--- src/rtl/serial_adder.sv ---
// Bit-serial WIDTH-bit adder, one bit pair per clock through a single full adder, LSB first.
// Latency WIDTH+1 cycles from accepted start to done; start is ignored while busy, S/C held until next result.
module serial_adder #(
    parameter int WIDTH = 8
) (
    input  logic             clk,
    input  logic             rst,
    input  logic             start,
    input  logic [WIDTH-1:0] a,
    input  logic [WIDTH-1:0] b,
    input  logic             c_in,
    output logic             busy,
    output logic             done,
    output logic [WIDTH-1:0] S,
    output logic             C
);

    localparam int CW = (WIDTH > 1) ? $clog2(WIDTH) : 1;

    typedef enum logic [1:0] {
        IDLE = 2'd0,
        RUN  = 2'd1,
        DONE = 2'd2
    } state_t;

    state_t           state;
    state_t           state_nxt;
    logic             load;
    logic             step;
    logic             last;
    logic [WIDTH-1:0] a_sr;
    logic [WIDTH-1:0] b_sr;
    logic             carry_q;
    logic [CW-1:0]    cnt;
    logic             s_bit;
    logic             c_bit;
    logic [WIDTH-1:0] sum_nxt;

    F_A u_fa (
        .a  (a_sr[0]),
        .b  (b_sr[0]),
        .ci (carry_q),
        .s  (s_bit),
        .co (c_bit)
    );

    assign last = (cnt == CW'(WIDTH - 1));
    assign busy = (state == RUN);
    assign done = (state == DONE);

    always_ff @(posedge clk or posedge rst) begin
        if (rst) begin
            state <= IDLE;
        end else begin
            state <= state_nxt;
        end
    end

    always_comb begin
        state_nxt = state;
        load      = 1'b0;
        step      = 1'b0;
        case (state)
            IDLE: begin
                if (start) begin
                    load      = 1'b1;
                    state_nxt = RUN;
                end
            end
            RUN: begin
                step = 1'b1;
                if (last) begin
                    state_nxt = DONE;
                end
            end
            DONE: begin
                // back-to-back accept keeps throughput at one add per WIDTH+1 cycles
                if (start) begin
                    load      = 1'b1;
                    state_nxt = RUN;
                end else begin
                    state_nxt = IDLE;
                end
            end
            default: state_nxt = IDLE;
        endcase
    end

    // Sum shift register holds the WIDTH-1 bits already produced; the final
    // sum is those bits plus the bit coming out of the adder this cycle.
    generate
        if (WIDTH == 1) begin : g_w1
            assign sum_nxt = s_bit;
        end else begin : g_wn
            logic [WIDTH-2:0] sum_sr;

            assign sum_nxt = {s_bit, sum_sr};

            always_ff @(posedge clk or posedge rst) begin
                if (rst) begin
                    sum_sr <= '0;
                end else if (load) begin
                    sum_sr <= '0;
                end else if (step) begin
                    sum_sr <= sum_nxt[WIDTH-1:1];
                end
            end
        end
    endgenerate

    always_ff @(posedge clk or posedge rst) begin
        if (rst) begin
            a_sr    <= '0;
            b_sr    <= '0;
            carry_q <= 1'b0;
            cnt     <= '0;
            S       <= '0;
            C       <= 1'b0;
        end else if (load) begin
            a_sr    <= a;
            b_sr    <= b;
            carry_q <= c_in;
            cnt     <= '0;
        end else if (step) begin
            a_sr    <= a_sr >> 1;
            b_sr    <= b_sr >> 1;
            carry_q <= c_bit;
            cnt     <= cnt + CW'(1);
            if (last) begin
                S <= sum_nxt;
                C <= c_bit;
            end
        end
    end

endmodule

// One-bit full adder used as the serial adder's only arithmetic element.
module F_A (
    input  logic a,
    input  logic b,
    input  logic ci,
    output logic s,
    output logic co
);

    assign s  = a ^ b ^ ci;
    assign co = (a & b) | (ci & (a ^ b));

endmodule
--- config.mk ---
export PLATFORM = sky130hd
export DESIGN_NAME = serial_adder
export DESIGN_NICKNAME = d
export VERILOG_FILES = /design/src/rtl/serial_adder.sv
export SDC_FILE = /design/constraint.sdc
export NUM_CORES = 1
export LEC_CHECK = 0
export CAP_MARGIN = 20
export CORE_MARGIN = 10
export CORE_UTILIZATION = 35
export CTS_CLUSTER_DIAMETER = 30
export DETAILED_ROUTE_END_ITERATION = 8
export HOLD_SLACK_MARGIN = 0.15
export PLACE_DENSITY = 0.64
export SLEW_MARGIN = 20
export SYNTH_ARGS = -nofsm -noshare
export SYNTH_HDL_FRONTEND = slang
export SYNTH_SLANG_ARGS = --single-unit
--- constraint.sdc ---
create_clock -name clk -period 1.8 [get_ports clk]
set_input_delay 0.45 -clock clk [delete_from_list [all_inputs] [get_ports clk]]
set_output_delay 0.45 -clock clk [all_outputs]
set_load 0.005 [all_outputs]
==> metrics.md, run 1 <==
| Metric | Value |
|---|---|
| Post-synth EDFFs | `0` |
| Core ar. | `approximately 5500 um^2` |
| Ys Warns | `0` |
| First-pass GRT wire length | `between 6000 and 7000 um` |
| Initial Utilization | `35.7%` |
| Final min period | `1680 ps` |
| Register area share after synthesis | `48.7%` |
| Ys flop type | `dfrtp_1` |
| I/O Buffers | `30` |
| Tcrit/Tclk final | `93.4%` |
| GP Congestion | `0.707` |
| First-pass iteration count of the detailed router | `4` |
| Ratio of cells with drive above 1 in the final layout | `17.3%` |
| Largest net degree at the start of global routing | `just under 50` |
| Tightest Pin Transition | `411 ps` |
| Number of I/O pins | `31` |
| Syn Area/Cell | `11.5 um^2` |
| Cells after Synth | `170` |
| Total negative slack | `0 ps` |
| Sw frac | `32.0%` |
| # diodes | `0` |
| Drt initial violations | `36` |
| Vias per Instance | `4.86` |
| Routed length per instance | `13.9 um` |
| Post-CTS sizing | `3` |
| Most frequent cells after synthesis | `38 x dfrtp_1, 13 x mux2i_1, 12 x nor2b_1, 11 x a211oi_1, 11 x a21oi_1` |
| Synthesized area | `1950 um^2` |
| Leakage | `0.00103 uW` |
| P&R area growth vs syn | `25.0%` |
| Synthesized flop and latch total | `38` |
| Min-delay worst type | `flop to flop` |
| CTS clk-pin slew, worst paths | `80 ps` |
| Comb power frac | `41.3%` |
| Clk buf depth | `2` |
| Startpoint types | `flop` |
| Setup slack after layout | `roughly 120 ps` |
| Sequential Power Share | `39.8%` |
| Inserted Clock Buffers | `5` |
| Die Span Y | `94.7 um` |
| Final hold viol count | `0` |
| Maxcap violations | `0` |
| Via Count | `1333` |
| Fmax | `595 MHz` |
| Die width | `94.7 um` |
| Final ANT Viol Nets | `0` |
| Largest area contributor in the netlist | `dfrtp_1` |
| Nets@finish | `225` |
| Number of global-route vias before repair | `1454` |
| Final setup violation count | `0` |
| Crit path kind | `flop to primary output` |
| Clk network pwr share | `18.9%` |
| Internal | `roughly 2600 uW` |
| Die area | `8970 um^2` |
| Post CTS Setup Buffer Count | `0` |
| Status | `complete, no violations` |
| Initial antenna violation count | `0` |
| M1 wire length | `1800 um` |
| R2R cell count | `3` |
| Max layer used | `met4` |
| Slew HR | `72.6%` |
| Gr ovfl total | `0` |
| WP data arrival | `1230 ps` |
| CTS tree | `done` |
| Power density over cell area | `between 1500 and 2000 nW/um^2` |
| Worst-Skew Late Latency | `280 ps` |
| Row count | `27` |
| Dpl hpwl | `2650 um` |
| H-tree depth | `2` |
| Critical Path Fanout Max | `6` |
| Max Slew Vio Count | `0` |
| Final Util | `44.6%` |
| Clock Tree Root | `clkbuf_8` |
| WL met2 | `1750 um` |
| CP required | `~1400 ps` |
| GRT Util Overall | `9.13%` |
| Syn_nets | `between 150 and 200` |
| Peak VDD IR | `approximately 0.86 mV` |
| Sw power | `1240 uW` |
| Synth top area cells | `dfrtp_1 49%, mux2_4 6.9%, mux2i_1 6.7%` |
| Met3 WL | `245 um` |
| Critical path capture point type | `primary output` |
| Async SR Flop Fraction | `100%` |
| CTS Hold Bufs | `0` |
| Top cell type's share of synthesized area | `48.7%` |
| Cell depth of the worst min-delay path | `2` |
| Overall Power | `3870 uW` |
| Pre-CTS WS | `119 ps` |
| Most frequent cell after synthesis | `dfrtp_1` |
| DRC violations left | `0` |
| Overall routed net length | `3810 um` |
| RSZ-0062 raised after global routing | `no` |
| Sink Count | `38` |
| Clock skew | `6.56 ps` |
| Yosys cell types | `28` |
routing by layer:
| layer | track usage [%] | vias up |
|---|---|---|
| met2 | 14.8 | 30 |
| met3 | 3.57 | 2 |
| met4 | 2.37 | 0 |
| met1 | 11.1 | 638 |
| li1 | - | 663 |
| met5 | 0 | - |
registers in the layout, indices dropped and copies added (netlist names):
register	count
g_wn.sum_sr	7
cnt	3
carry_q	1
state	2
a_sr	8
C	1
b_sr	8
S	8
through the flow:
stage | instance area (um^2) | hold WS (ps) | std cells
floorplan | 1950 | 473 | 170
global placement | 2330 | 491 | 267
detailed placement | 2330 | 494 | 267
CTS | 2440 | 516 | 274
global route | 2440 | 538 | 274
finish | 2440 | 511 | 274
worst max-delay path, cell delays in order, from the launching register on:
cell and delay (ps):
dfrtp_1 390, nand2b_4 180, clkinv_4 100, dlygate4sd2_1 280
kinds of logic (layout without fill, tap and decap cells):
family / Yosys count / count (layout) / synth area share (%)
multiplexers: 31 / 31 / 18.8
flip-flops: 38 / 38 / 48.7
AO/OA/AOI/OAI: 39 / 39 / 12.2
AND/OR/NAND/NOR: 44 / 44 / 13.0
buffers and inverters: 14 / 46 / 4.55
XOR/XNOR: 1 / 1 / 0.449
adder cells (fa/ha/maj): 3 / 3 / 2.31
layout make-up:
class / instances / area (um^2)
inverters: 3 / 16.3
clock inverters: 1 / 30.0
repair buffers: 36 / 355
clock buffers: 6 / 82.6
flip-flops and latches: 38 / 951
fillers: 528 / 3030
well taps: 72 / 90.1
multi-input cells: 118 / 916
layout by cell type (no fill, tap or decap):
cell type / count
buf_12: 1
a221o_1: 1
and2b_1: 1
o22ai_1: 3
ha_1: 2
mux2_2: 9
bufinv_16: 1
clkinv_4: 1
dfrtp_1: 38
nand3_1: 2
nor2b_1: 11
mux2i_1: 13
a21oi_1: 11
nor2_1: 6
nand2b_4: 1
nand2_1: 9
xnor2_1: 1
mux2_4: 9
fa_1: 1
nor2b_2: 1
a211oi_1: 11
inv_1: 2
clkdlybuf4s50_1: 28
nand2_8: 1
nand2b_1: 9
buf_4: 5
o21ai_1: 8
dlygate4sd2_1: 2
a22o_1: 2
o21ai_0: 3
nor3_1: 3
clkbuf_8: 6
power by group through the flow:
stage / sequential, uW / clock [uW] / combinational [uW]
after global routing: 1610 / 794 / 1800
after detailed placement: 1560 / 0 / 1630
after CTS: 1550 / 755 / 1630
after floorplan: 1490 / 0 / 1180
after global placement: 1550 / 0 / 1580
final: 1540 / 729 / 1600
worst paths after layout:
check / from / end / slack [ps]
worst min register to register: a_sr[4]$_DFFE_PP0P_ / a_sr[4]$_DFFE_PP0P_ / 510
min in group asynchronous: rst / b_sr[0]$_DFFE_PP0P_ / 530
max in group asynchronous: rst / b_sr[5]$_DFFE_PP0P_ / 1080
worst min-delay path: a_sr[4]$_DFFE_PP0P_ / a_sr[4]$_DFFE_PP0P_ / 510
worst max-delay path: state[1]$_DFFE_PP0P_ / busy / 120
worst max register to register: state[0]$_DFFE_PP0P_ / a_sr[6]$_DFFE_PP0P_ / 190
No activity file was read; power rests on OpenSTA's default activity.
==> inputs of run 2 (changes only) <==
CAP_MARGIN = default   (was 20)
==> results of run 2 <==
No change in the layout: final DEF, timing and power equal those of run 1.
==> inputs of run 3 (changes only) <==
CAP_MARGIN = 20   (was default)
==> results of run 3 <==
No change in the layout: final DEF, timing and power equal those of run 1.
==> RTL edit: new RTL, settings of run 1 <==
Re-encode `state_t` (3 states) as one-hot, 3 bits wide.
--- a/src/rtl/serial_adder.sv
+++ b/src/rtl/serial_adder.sv
@@ -19,6 +19,6 @@
 
-    typedef enum logic [1:0] {
-        IDLE = 2'd0,
-        RUN  = 2'd1,
-        DONE = 2'd2
+    typedef enum logic [2:0] {
+        IDLE = 3'b001,
+        RUN  = 3'b010,
+        DONE = 3'b100
     } state_t;
Behaviour: no difference found for any inputs over 10 cycles, from zero or initial values and one cycle with rst high; not proved beyond that.
==> RTL edit against run 1 <==
- critical path depth increased by 2
- area after synthesis decreased by 8.5%
- sequential cell count increased by 1
- non-clock buffer count increased by 4
- worst setup slack got worse by 56 ps
- routed wire length decreased by 8.6%
- final area decreased by 4.6%
- count of clock-buffer cells in the layout increased by 2
- clock power decreased by 12%
- via count decreased by 18%
- global-route usage decreased by 0.47 points
- first-iteration DRC count increased by 33%
- power decreased by 21%
- critical endpoint is now a_sr[4]
- largest cell class unchanged
- largest power group is now registers
==> RTL edit: results (changes against run 1) <==
The run gives 0 (unchanged) as the number of design rule violations left after detail routing. Count of nets after finishing: 196 (-13%). The run finished with clean final reports. For the number of design-rule violations left by the first detailed-router iteration, the log shows 48 (+33%). The fraction of final layout cells sized beyond drive strength 1 was 0.3448 (+0.1716). Post-detailed-routing wire length: 3482 um (-8.6%).

For the met3 routed wirelength, the log shows 161 um (-34%). The power density over the cells works out to 1314 mW/mm2 (-17%). The tools report the startpoint of the worst setup timing path as state[2]. The post-synthesis area per instance was 13.43 um2 (+17%). For the post-place instance area, the log shows 0.002227 mm2 (-4.4%).

The per-cell routed wire length was 14.45 um (+3.9%). Length of the first detailed-routing pass in iterations: 5 (+1). The count of distinct cell types in the synthesized netlist is 25 (-11%), and the global-route wire length before repair is 5837 um (-13%). Worst clock skew: 4.718 ps (-1.840 ps). The met2 wire length came out at 1841 um (+5.0%).

The logs give 0.5469 (+0.06005) for the sequential fraction of the synthesis area and 0.0008466 W (-31%) for the switching power total. Among cell families on the critical path, the largest total delay comes from multiplexers. Via density per instance: 4.515 (-7.2%). The number of global-route vias before repair was 1,192 (-18%); the clock latency on the worst-skew pair was 290 ps.

The detailed router used layers up to and including met4. The met1 layer wirelength in the final routing was 1444 um (-20%); the peak fanout along the critical path was 13 (+7). The tools report the worst slew margin relative to its limit as 0.7124 (-0.01367).

The detailed-placement wirelength estimate was 2501 um (-5.6%); the total leakage power was 1.090 nW (+6.2%). The worst slack at placement came out at 4.433 ps (-115.0 ps). The flip-flop cell with the highest count after synthesis is sky130_fd_sc_hd__dfrtp_1. For the data arrival time of the critical path, the log shows 1910 ps (+680 ps). The pin count of the biggest net entering global routing was 40 (-18%); the total instance count after detailed placement was 233 (-13%). For the total inserted antenna cells, the log shows 0 (unchanged). The total routing usage reported by global routing is 0.08661 (-0.004716).

The run gives 2 (unchanged) as the maximum count of clock buffers along a single path. Final weighted congestion of routability-driven global placement: 0.6875 (-2.8%). Worst min-delay path category: in -> async. In the synthesized netlist, the cells that appear most often are sky130_fd_sc_hd__dfrtp_1 (38), sky130_fd_sc_hd__mux2_2 (27), sky130_fd_sc_hd__nand2_1 (20), sky130_fd_sc_hd__mux2_4 (12), sky130_fd_sc_hd__a21oi_1 (9). Ranked by total cell area, the synthesized netlist is headed by sky130_fd_sc_hd__dfrtp_1 (53%), sky130_fd_sc_hd__mux2_2 (17%), sky130_fd_sc_hd__mux2_4 (10%), sky130_fd_sc_hd__nand2_1 (4.2%), sky130_fd_sc_hd__a21oi_1 (2.5%).

The maximum level of the CTS H-tree was 2 (unchanged). The run gives 0.5597 mV (-35%) as the peak supply drop. The net count of the mapped netlist is 156 (-19%).
-- RTL edit: cell count changes after synthesis, sizes merged, moves of 10 or more --
cell	run 1	this run
nand2	10	20
o21ai	11	1
nor2b	12	0
nand2b	10	0
mux2	18	39
mux2i	13	2
a211oi	11	0
-- RTL edit: layout make-up --
type | instances | area (um2)
clock buffer | 8 | 100.1
fill | 432 | 2520
inverter | 4 | 16.27
multi-input combinational | 83 | 740.7
sequential | 39 | 977.2
tap | 67 | 83.83
timing repair buffer | 40 | 410.4
-- RTL edit: routing by layer --
metal,GRT usage,vias up
li1,-,532
met1,0.09355,536
met2,0.1445,16
met3,0.03868,4
met4,0.03525,0
met5,0,-
-- RTL edit: power by group through the flow --
stage,Clock (W),Sequential (W),Combinational (W)
6_report,0.000638,0.00128,0.00114
5_1_grt,0.000702,0.00132,0.00124
4_1_cts,0.000657,0.00129,0.00115
3_5_place_dp,0,0.00130,0.00114
3_3_place_gp,0,0.00128,0.00110
2_1_floorplan,0,0.00126,0.000887
-- RTL edit: per-stage QoR --
stage	util	hold WS, ps
2_1_floorplan	-	479.2
3_3_place_gp	0.4594	497.0
3_5_place_dp	0.4594	502.9
4_1_cts	0.4795	515.1
5_1_grt	0.4803	532.3
6_report	0.4803	510.2
-- RTL edit: cell families after synthesis --
logic type,count (synthesis),synth area share
muxes,41,0.2822
DFF,39,0.5469
and+or+nand+nor,27,0.06793
buffers and inverters,11,0.03992
AOI/OAI and AO/OA,10,0.02801
adders and majority gates,3,0.02521
xor gates and xnor gates,2,0.009806
-- RTL edit: path summary, 6_finish.rpt --
check,cells after the start,slack [ps],to
worst max-delay path,5,60,a_sr[4]
worst min-delay path,3,510,g_wn.sum_sr[0]
worst max register to register,5,60,a_sr[4]
worst min register to register,1,510,S[2]
max in group asynchronous,3,1040,state[0]
min in group clk,1,510,S[2]
-- RTL edit: what timing repair did --
item,in CTS,in global routing
gates resized for setup,7,1
endpoints found under the hold margin,0,0
endpoints found under the setup margin,2,3
-- RTL edit: worst min-delay path, stage by stage --
cell                              delay [ps]
sky130_fd_sc_hd__clkdlybuf4s50_1         390
sky130_fd_sc_hd__inv_1                    90
sky130_fd_sc_hd__buf_12                  230
